$ cat src/rtl/sad_row_accumulator.sv
// rtl/sad_row_accumulator.sv - accumulates redundant-form row SADs per candidate block and tracks the search minimum
module sad_row_accumulator #(
   parameter int ROWS     = 8,
   parameter int NUM_CAND = 16
) (
   input  logic        clk,
   input  logic        rst,
   input  logic        start,
   input  logic        in_valid,
   output logic        in_ready,
   input  logic [11:0] sum_vec,
   input  logic [11:0] carry_vec,
   output logic        out_valid,
   input  logic        out_ready,
   output logic [15:0] sad,
   output logic [3:0]  cand_idx,
   output logic [15:0] best_sad,
   output logic [3:0]  best_idx,
   output logic        search_done
);

   localparam logic [1:0] IDLE = 2'd0;
   localparam logic [1:0] RUN  = 2'd1;
   localparam logic [1:0] OUT  = 2'd2;
   localparam logic [1:0] DONE = 2'd3;

   localparam logic [7:0] LAST_ROW  = 8'(ROWS - 1);
   localparam logic [3:0] LAST_CAND = 4'(NUM_CAND - 1);

   logic [1:0]  state_q, state_d;
   logic [15:0] acc_q, acc_d;
   logic [7:0]  row_cnt_q, row_cnt_d;
   logic [15:0] sad_q, sad_d;
   logic [3:0]  cand_q, cand_d;
   logic [15:0] best_sad_q, best_sad_d;
   logic [3:0]  best_idx_q, best_idx_d;

   logic [12:0] row_val;
   logic [15:0] acc_sum;

   // Resolve the redundant pair once; the 13th bit keeps the carry-out of the add.
   assign row_val = {1'b0, sum_vec} + {1'b0, carry_vec};
   assign acc_sum = acc_q + {3'b000, row_val};

   always_comb begin
      state_d    = state_q;
      acc_d      = acc_q;
      row_cnt_d  = row_cnt_q;
      sad_d      = sad_q;
      cand_d     = cand_q;
      best_sad_d = best_sad_q;
      best_idx_d = best_idx_q;
      if (start) begin
         state_d    = RUN;
         acc_d      = 16'd0;
         row_cnt_d  = 8'd0;
         sad_d      = 16'd0;
         cand_d     = 4'd0;
         best_sad_d = 16'hFFFF;
         best_idx_d = 4'd0;
      end else begin
         case (state_q)
            RUN: begin
               if (in_valid) begin
                  if (row_cnt_q == LAST_ROW) begin
                     sad_d     = acc_sum;
                     acc_d     = 16'd0;
                     row_cnt_d = 8'd0;
                     state_d   = OUT;
                  end else begin
                     acc_d     = acc_sum;
                     row_cnt_d = row_cnt_q + 8'd1;
                  end
               end
            end
            OUT: begin
               if (out_ready) begin
                  // Strict less-than keeps the earlier index on a tie.
                  if (cand_q == 4'd0 || sad_q < best_sad_q) begin
                     best_sad_d = sad_q;
                     best_idx_d = cand_q;
                  end
                  if (cand_q == LAST_CAND) begin
                     state_d = DONE;
                  end else begin
                     cand_d  = cand_q + 4'd1;
                     state_d = RUN;
                  end
               end
            end
            default: ;
         endcase
      end
   end

   always_ff @(posedge clk or posedge rst) begin
      if (rst) begin
         state_q    <= IDLE;
         acc_q      <= 16'd0;
         row_cnt_q  <= 8'd0;
         sad_q      <= 16'd0;
         cand_q     <= 4'd0;
         best_sad_q <= 16'hFFFF;
         best_idx_q <= 4'd0;
      end else begin
         state_q    <= state_d;
         acc_q      <= acc_d;
         row_cnt_q  <= row_cnt_d;
         sad_q      <= sad_d;
         cand_q     <= cand_d;
         best_sad_q <= best_sad_d;
         best_idx_q <= best_idx_d;
      end
   end

   assign in_ready    = (state_q == RUN);
   assign out_valid   = (state_q == OUT);
   assign search_done = (state_q == DONE);
   assign sad         = sad_q;
   assign cand_idx    = cand_q;
   assign best_sad    = best_sad_q;
   assign best_idx    = best_idx_q;

endmodule

$ cat config.mk
export PLATFORM = sky130hd
export DESIGN_NAME = sad_row_accumulator
export DESIGN_NICKNAME = d
export VERILOG_FILES = /design/src/rtl/sad_row_accumulator.sv
export SDC_FILE = /design/constraint.sdc
export NUM_CORES = 1
export LEC_CHECK = 0
export CAP_MARGIN = 20
export CORE_ASPECT_RATIO = 1.1
export CORE_MARGIN = 10
export CORE_UTILIZATION = 30
export DETAILED_ROUTE_END_ITERATION = 10
export GPL_TIMING_DRIVEN = 0
export RECOVER_POWER = 25
export SYNTH_ARGS = -nofsm -noshare
export SYNTH_HDL_FRONTEND = slang
export SYNTH_SLANG_ARGS = --single-unit
$ cat constraint.sdc
create_clock -name clk -period 4.7 [get_ports clk]
set_input_delay 0.47 -clock clk [delete_from_list [all_inputs] [get_ports clk]]
set_output_delay 0.47 -clock clk [all_outputs]
set_load 0.01 [all_outputs]
=== Yosys cells after proc, flatten, opt, wreduce, memory -nomap -nowiden ===
Cells that the tools add are included.
W data, S select, Z words.

* Flip-flop bits (word level): 66
* Latch bits: 0
* Bits in writable memories: 0
* ROM bits: 0
* Memories: 0

* Add/sub/neg operators: 4
* $mul: 0
* Divide/modulo/power cells: 0
* Magnitude comparators: 1
* Eq/ne operators: 9
* Shifts and indexed selects: 0
* Multiplexer cells: 30
* Bitwise logic cells: 0
* Reduce and logical (&&, ||, !) cells: 14

{| class="wikitable"
|+ Operator list
! cell !! number
|-
| $mux W16 || 12
|-
| $mux W4 || 8
|-
| $mux W8 || 4
|-
| $add A16 B13 Y16 || 1
|-
| $lt A16 B16 Y1 || 1
|-
| $add A12 B12 Y13 || 1
|-
| $reduce_bool A2 Y1 || 6
|-
| $mux W2 || 5
|-
| $reduce_and A3 Y1 || 3
|-
| $add A8 B1 Y8 const B || 1
|-
| $eq A8 B3 Y1 const B || 1
|-
| $ne A3 B2 Y1 const B || 2
|-
| $add A4 B1 Y4 const B || 1
|-
| $eq A2 B2 Y1 const B || 2
|-
| $eq A4 B4 Y1 const B || 1
|-
| $logic_not A4 Y1 || 1
|-
| $pmux W2 S2 || 1
|-
| $reduce_and A4 Y1 || 1
|-
| $ne A3 B3 Y1 const B || 1
|-
| $reduce_bool A3 Y1 || 1
|-
| $eq A2 B1 Y1 const B || 1
|-
| $ne A2 B2 Y1 const B || 1
|-
| $reduce_and A2 Y1 || 1
|-
| $logic_or A1 B1 Y1 || 1
|}

=== Depth between registers and ports, before layout ===
* Word-level depth: 6
* Depth in mapped cells: 10
* Gate-level depth less buffers: 9

=== Worst setup path before layout ===
No wires, ideal clock.

* Path kind: input port to flip-flop
* From: input sum_vec[1]
* To: register sad_q[13], in the netlist sad[13]
* Setup time: 126 ps
* Arrival time: 2676 ps
* Path slack: 1898 ps
* Stages on the path: 9
* Buffers on the path: 0
* Cells stage by stage: fa_1 ha_1 fa_1 a21o_1 a31oi_1 o21ai_1 o21ai_1 o22ai_1 a221o_1

* Longest elaborated chain between the ends: 6

{| class="wikitable"
|+ RTL lines
! what !! line !! source
|-
| from (decl) || 11 || <nowiki>input logic [11:0] sum_vec,</nowiki>
|-
| $add A12 B12 Y13 || 42 || <nowiki>assign row_val = {1'b0, sum_vec} + {1'b0, carry_vec};</nowiki>
|-
| $add A16 B13 Y16 || 43 || <nowiki>assign acc_sum = acc_q + {3'b000, row_val};</nowiki>
|-
| $mux W16 || 65 || <nowiki>if (row_cnt_q == LAST_ROW) begin</nowiki>
|-
| $mux W16 || 64 || <nowiki>if (in_valid) begin</nowiki>
|-
| $mux W16 || 62 || <nowiki>case (state_q)</nowiki>
|-
| $mux W16 || 53 || <nowiki>if (start) begin</nowiki>
|-
| to (signal assigned) || 101 || <nowiki>sad_q <= 16'd0;</nowiki>
|-
| to (signal assigned) || 109 || <nowiki>sad_q <= sad_d;</nowiki>
|-
| to (decl) || 33 || <nowiki>logic [15:0] sad_q, sad_d;</nowiki>
|}

No other way between the ends. The select of a mux whose other input is x is not followed.
A chain may end at the register's enable or synchronous reset.

=== Worst setup path in the final report ===
* From: input sum_vec[1]
* To: register acc_q[11]

* Longest elaborated chain between the ends: 6

{| class="wikitable"
|+ RTL lines
! what !! line !! source
|-
| $add A12 B12 Y13 || 42 ||
|-
| $add A16 B13 Y16 || 43 ||
|-
| $mux W16 || 65 ||
|-
| $mux W16 || 64 ||
|-
| $mux W16 || 62 ||
|-
| $mux W16 || 53 ||
|-
| to (signal assigned) || 99 || <nowiki>acc_q <= 16'd0;</nowiki>
|-
| to (signal assigned) || 107 || <nowiki>acc_q <= acc_d;</nowiki>
|-
| to (decl) || 31 || <nowiki>logic [15:0] acc_q, acc_d;</nowiki>
|}

No other way between the ends. The select of a mux whose other input is x is not followed.

==> reports/summary.txt <==
status -> complete, but fails checks
failing checks -> max-capacitance violations, max-slew violations
Net Sw Power -> 784.8 uW
Compound-Gate Fraction of Synth Area -> 21.24%
Slew @ Worst Pin -> 1.718 ns
grt met2 use -> 18.28%
starting density of the core -> 30.95%
peak supply drop -> 210.2 uV
post-route cell area -> 5164 sq um
number of setup violations in the final report -> 0
multiplexer area fraction after synthesis -> 0%
Worst Setup Start Kind -> input pin
Gate Count Post-Synth -> 372
clock root cell -> clkbuf_16
top-count cell post-synth -> dfrtp_1
Top Ports -> 72
DIE WIDTH -> 129.4 microns
number of vias per cell -> 5.062
Comb pwr share -> 36.8%
DPL Wire Length -> 7.823 mm
H-Tree Depth -> 3
Core Rows -> 43
die area -> 18150 sq um
Syn. warnings -> 0
Setup Buffers After CTS -> 0
WHS Path Cells -> 1
met1 track demand over resource -> 13.26%
Hold Path Sink -> row_cnt_q[0]$_DFFE_PP0P_
Pwr per Cell Area -> 441.0 nW/um^2
cts bufs inserted -> 9
Die Ht -> 140.3 microns
Netlist cell types -> 56
Worst Path Required -> 4.90 ns
register area share after synthesis -> 42.36%
clk sinks -> 66
layout cell share with drive strength beyond 1 -> 10.46%
Sequential Power Share -> 32.7%
Bufs and invs on worst path -> 1
largest area contributor in the netlist -> dfrtp_1
P_int -> 1.492 mW
final antenna-violating net count -> 0
Clock Path Buffers -> 2
Synth Area in Adders -> 16.11%
most frequent cells after synthesis -> 50 x dfrtp_1, 30 x ha_1, 29 x nand2_1
DRC Markers -> 0
core area -> 12750 sq um
initial antenna violation count -> 0
CP peak stage delay -> 0.48 ns
largest net degree at the start of global routing -> 35
routed vias -> 3118
crit path cell chain -> clkdlybuf4s50_1 > fa_1 > ha_1 > fa_1 > a21o_1 > a31oi_1 > o21ai_1 > a31o_2 > xnor2_1 > o21ai_1
Rel. slew slack -> -14.51%
gr usage total -> 11.12%
Overflow after GRT -> 0
HP Class -> register to register
RSZ-0062 raised after global routing -> no
Tmin final -> 3.171 ns
P&R area growth vs syn -> 30.85%
Hold Violations, Final -> 0
Yosys top cell area share -> 31.71%
Final nets -> 526
fmax -> 315.4 MHz
crit path DAT -> 3.37 ns
post-route clock period utilization -> 67.46%
clk_skew -> 0.003737 ns
Post-synth EDFFs -> 0
minimum hold slack -> 0.5080 ns
top_reg_cell synth -> dfrtp_1
vias in the first global route -> 3283
Critical Setup Path Class -> input pin to register
r2r setup slk -> 1.74 ns
WL per Instance -> 15.94 microns
TritonCTS clock tree -> built
GPL Wtd Cong -> 0.8497
# diodes -> 0
DRT iter0 DRCs -> 125
final wirelength -> 9.820 mm
Crit path max-delay family -> adder cells
Post-CTS Hold Fix Bufs -> 0
Synth Area in XOR/XNOR -> 3.773%
asr flop ratio synth -> 100.0%
Reg-to-Reg End -> acc_q[11]$_DFFE_PP0P_
first-pass GRT wire length -> 16.37 mm
M3 GR Usage -> 3.511%
Synth Register Bits -> 66
first-pass iteration count of the detailed router -> 4
IO buf count -> 70
largest family of logic cells by synthesized area -> compound AO/OA/AOI/OAI gates
switching part of the total power -> 34.47%
most used routing layer -> met2
MaxCap Viol Count -> 1
area of the mapped netlist -> 3946 sq um
mean post-synth cell area -> 10.61 sq um
Worst path slowest cell -> fa_1
post-CTS resize count -> 0
cells on worst reg2reg path -> 9
Setup TNS -> 0 ns
Post-Synthesis Net Count -> 444
Leak -> 2.421 nW
top post-synthesis cells by area -> dfrtp_1 32%, dfstp_2 11%, ha_1 9.5%
Pins Over Slew Limit -> 34
reg2reg start -> acc_q[1]$_DFFE_PP0P_
later-pin clock latency in the skew report -> 0.33 ns
Clk pwr share -> 30.5%
hold_sp -> row_cnt_q[0]$_DFFE_PP0P_
crit path capture type -> register
Post-DP Area -> 4863 sq um
Max FO, Critical Path -> 3
simple-gate share of the synthesized area -> 11.76%
clock slew at reported path FFs -> 0.05 ns
-- cells in the final DEF (no fill, tap or decap), types with 8 or more instances in the layout --
cell,netlist,final
a21oi_1,25,25
inv_1,24,24
ha_1,30,30
clkbuf_1,6,8
nand3_1,11,11
xnor2_1,10,10
dfstp_2,16,16
clkdlybuf4s50_1,0,69
o22a_1,16,16
fa_1,13,13
clkbuf_16,0,9
nor2_1,15,15
o21ai_1,13,13
nand2_1,29,29
a22o_1,22,22
dfrtp_1,50,50
-- power by group through the flow --
stage | clock network (mW) | logic [mW] | registers [mW]
5_1_grt | 0.735 | 0.941 | 0.761
2_1_floorplan | 0 | 0.549 | 0.742
3_5_place_dp | 0 | 0.844 | 0.756
6_report | 0.694 | 0.838 | 0.745
3_3_place_gp | 0 | 0.822 | 0.754
4_1_cts | 0.708 | 0.852 | 0.748
-- worst max path at each step --
stage | start | end | slack [ns] | cells past startpoint
after floorplan | sum_vec[1] | sad[13]$_DFFE_PP0P_ | 1.90 | 9
after detailed placement | sum_vec[1] | acc_q[11]$_DFFE_PP0P_ | 1.15 | 10
after global routing | rst | acc_q[10]$_DFFE_PP0P_ | 0.93 | 3
final | sum_vec[1] | acc_q[11]$_DFFE_PP0P_ | 1.53 | 10
after global placement | sum_vec[1] | acc_q[11]$_DFFE_PP0P_ | 1.18 | 10
after CTS | sum_vec[1] | acc_q[11]$_DFFE_PP0P_ | 1.51 | 10
-- through the flow --
step                      cells  total power, mW  worst slack (ns)  utilization (%)
after detailed placement    600            1.600             1.151            38.14
after global placement      599            1.576             1.180            37.98
after CTS                   616            2.307             1.508            40.62
final                       616            2.277             1.529            40.50
after global routing        616            2.437            0.9315            40.50
after floorplan             372            1.291             1.898                -
-- cell type report --
type,count,area (sq um)
plain buffers,16,93.84
clock buffers,13,270.3
clock inverters,3,46.29
fillers,1237,7587
inverters,25,93.84
multi-input cells,265,2087
flip-flops and latches,66,1672
well taps,157,196.4
repair buffers,71,704.4
-- state kept, by name, summed over array words and instances, names as in the netlist --
name and flops:
acc_q 16, best_idx 4, best_sad 16, cand_idx 4
row_cnt_q 8, sad 16, state_q 2
-- kinds of logic after synthesis --
| group | count (synthesis) |
|---|---|
| AOI/OAI and AO/OA | 115 |
| xor gates and xnor gates | 17 |
| adders and majority gates | 43 |
| buffers and inverters | 41 |
| DFF | 66 |
| and+or+nand+nor | 90 |
-- worst reg2reg max path, cell delays in order, from the launching register on --
cell	delay, ns
dfrtp_1	0.40
fa_1	0.44
ha_1	0.24
fa_1	0.41
a21o_1	0.22
a31oi_1	0.25
o21ai_1	0.16
a31o_2	0.29
xnor2_1	0.30
o21ai_1	0.12
-- routing by layer --
layer | wire [microns] | share of wire [%] | vias up
met5 | 0 | 0 | -
met4 | 121 | 1.2 | 0
met3 | 743 | 7.6 | 11
met2 | 4536 | 46 | 86
met1 | 4418 | 45 | 1499
li1 | - | - | 1522
Note: power is estimated with default switching activity, not from simulation.
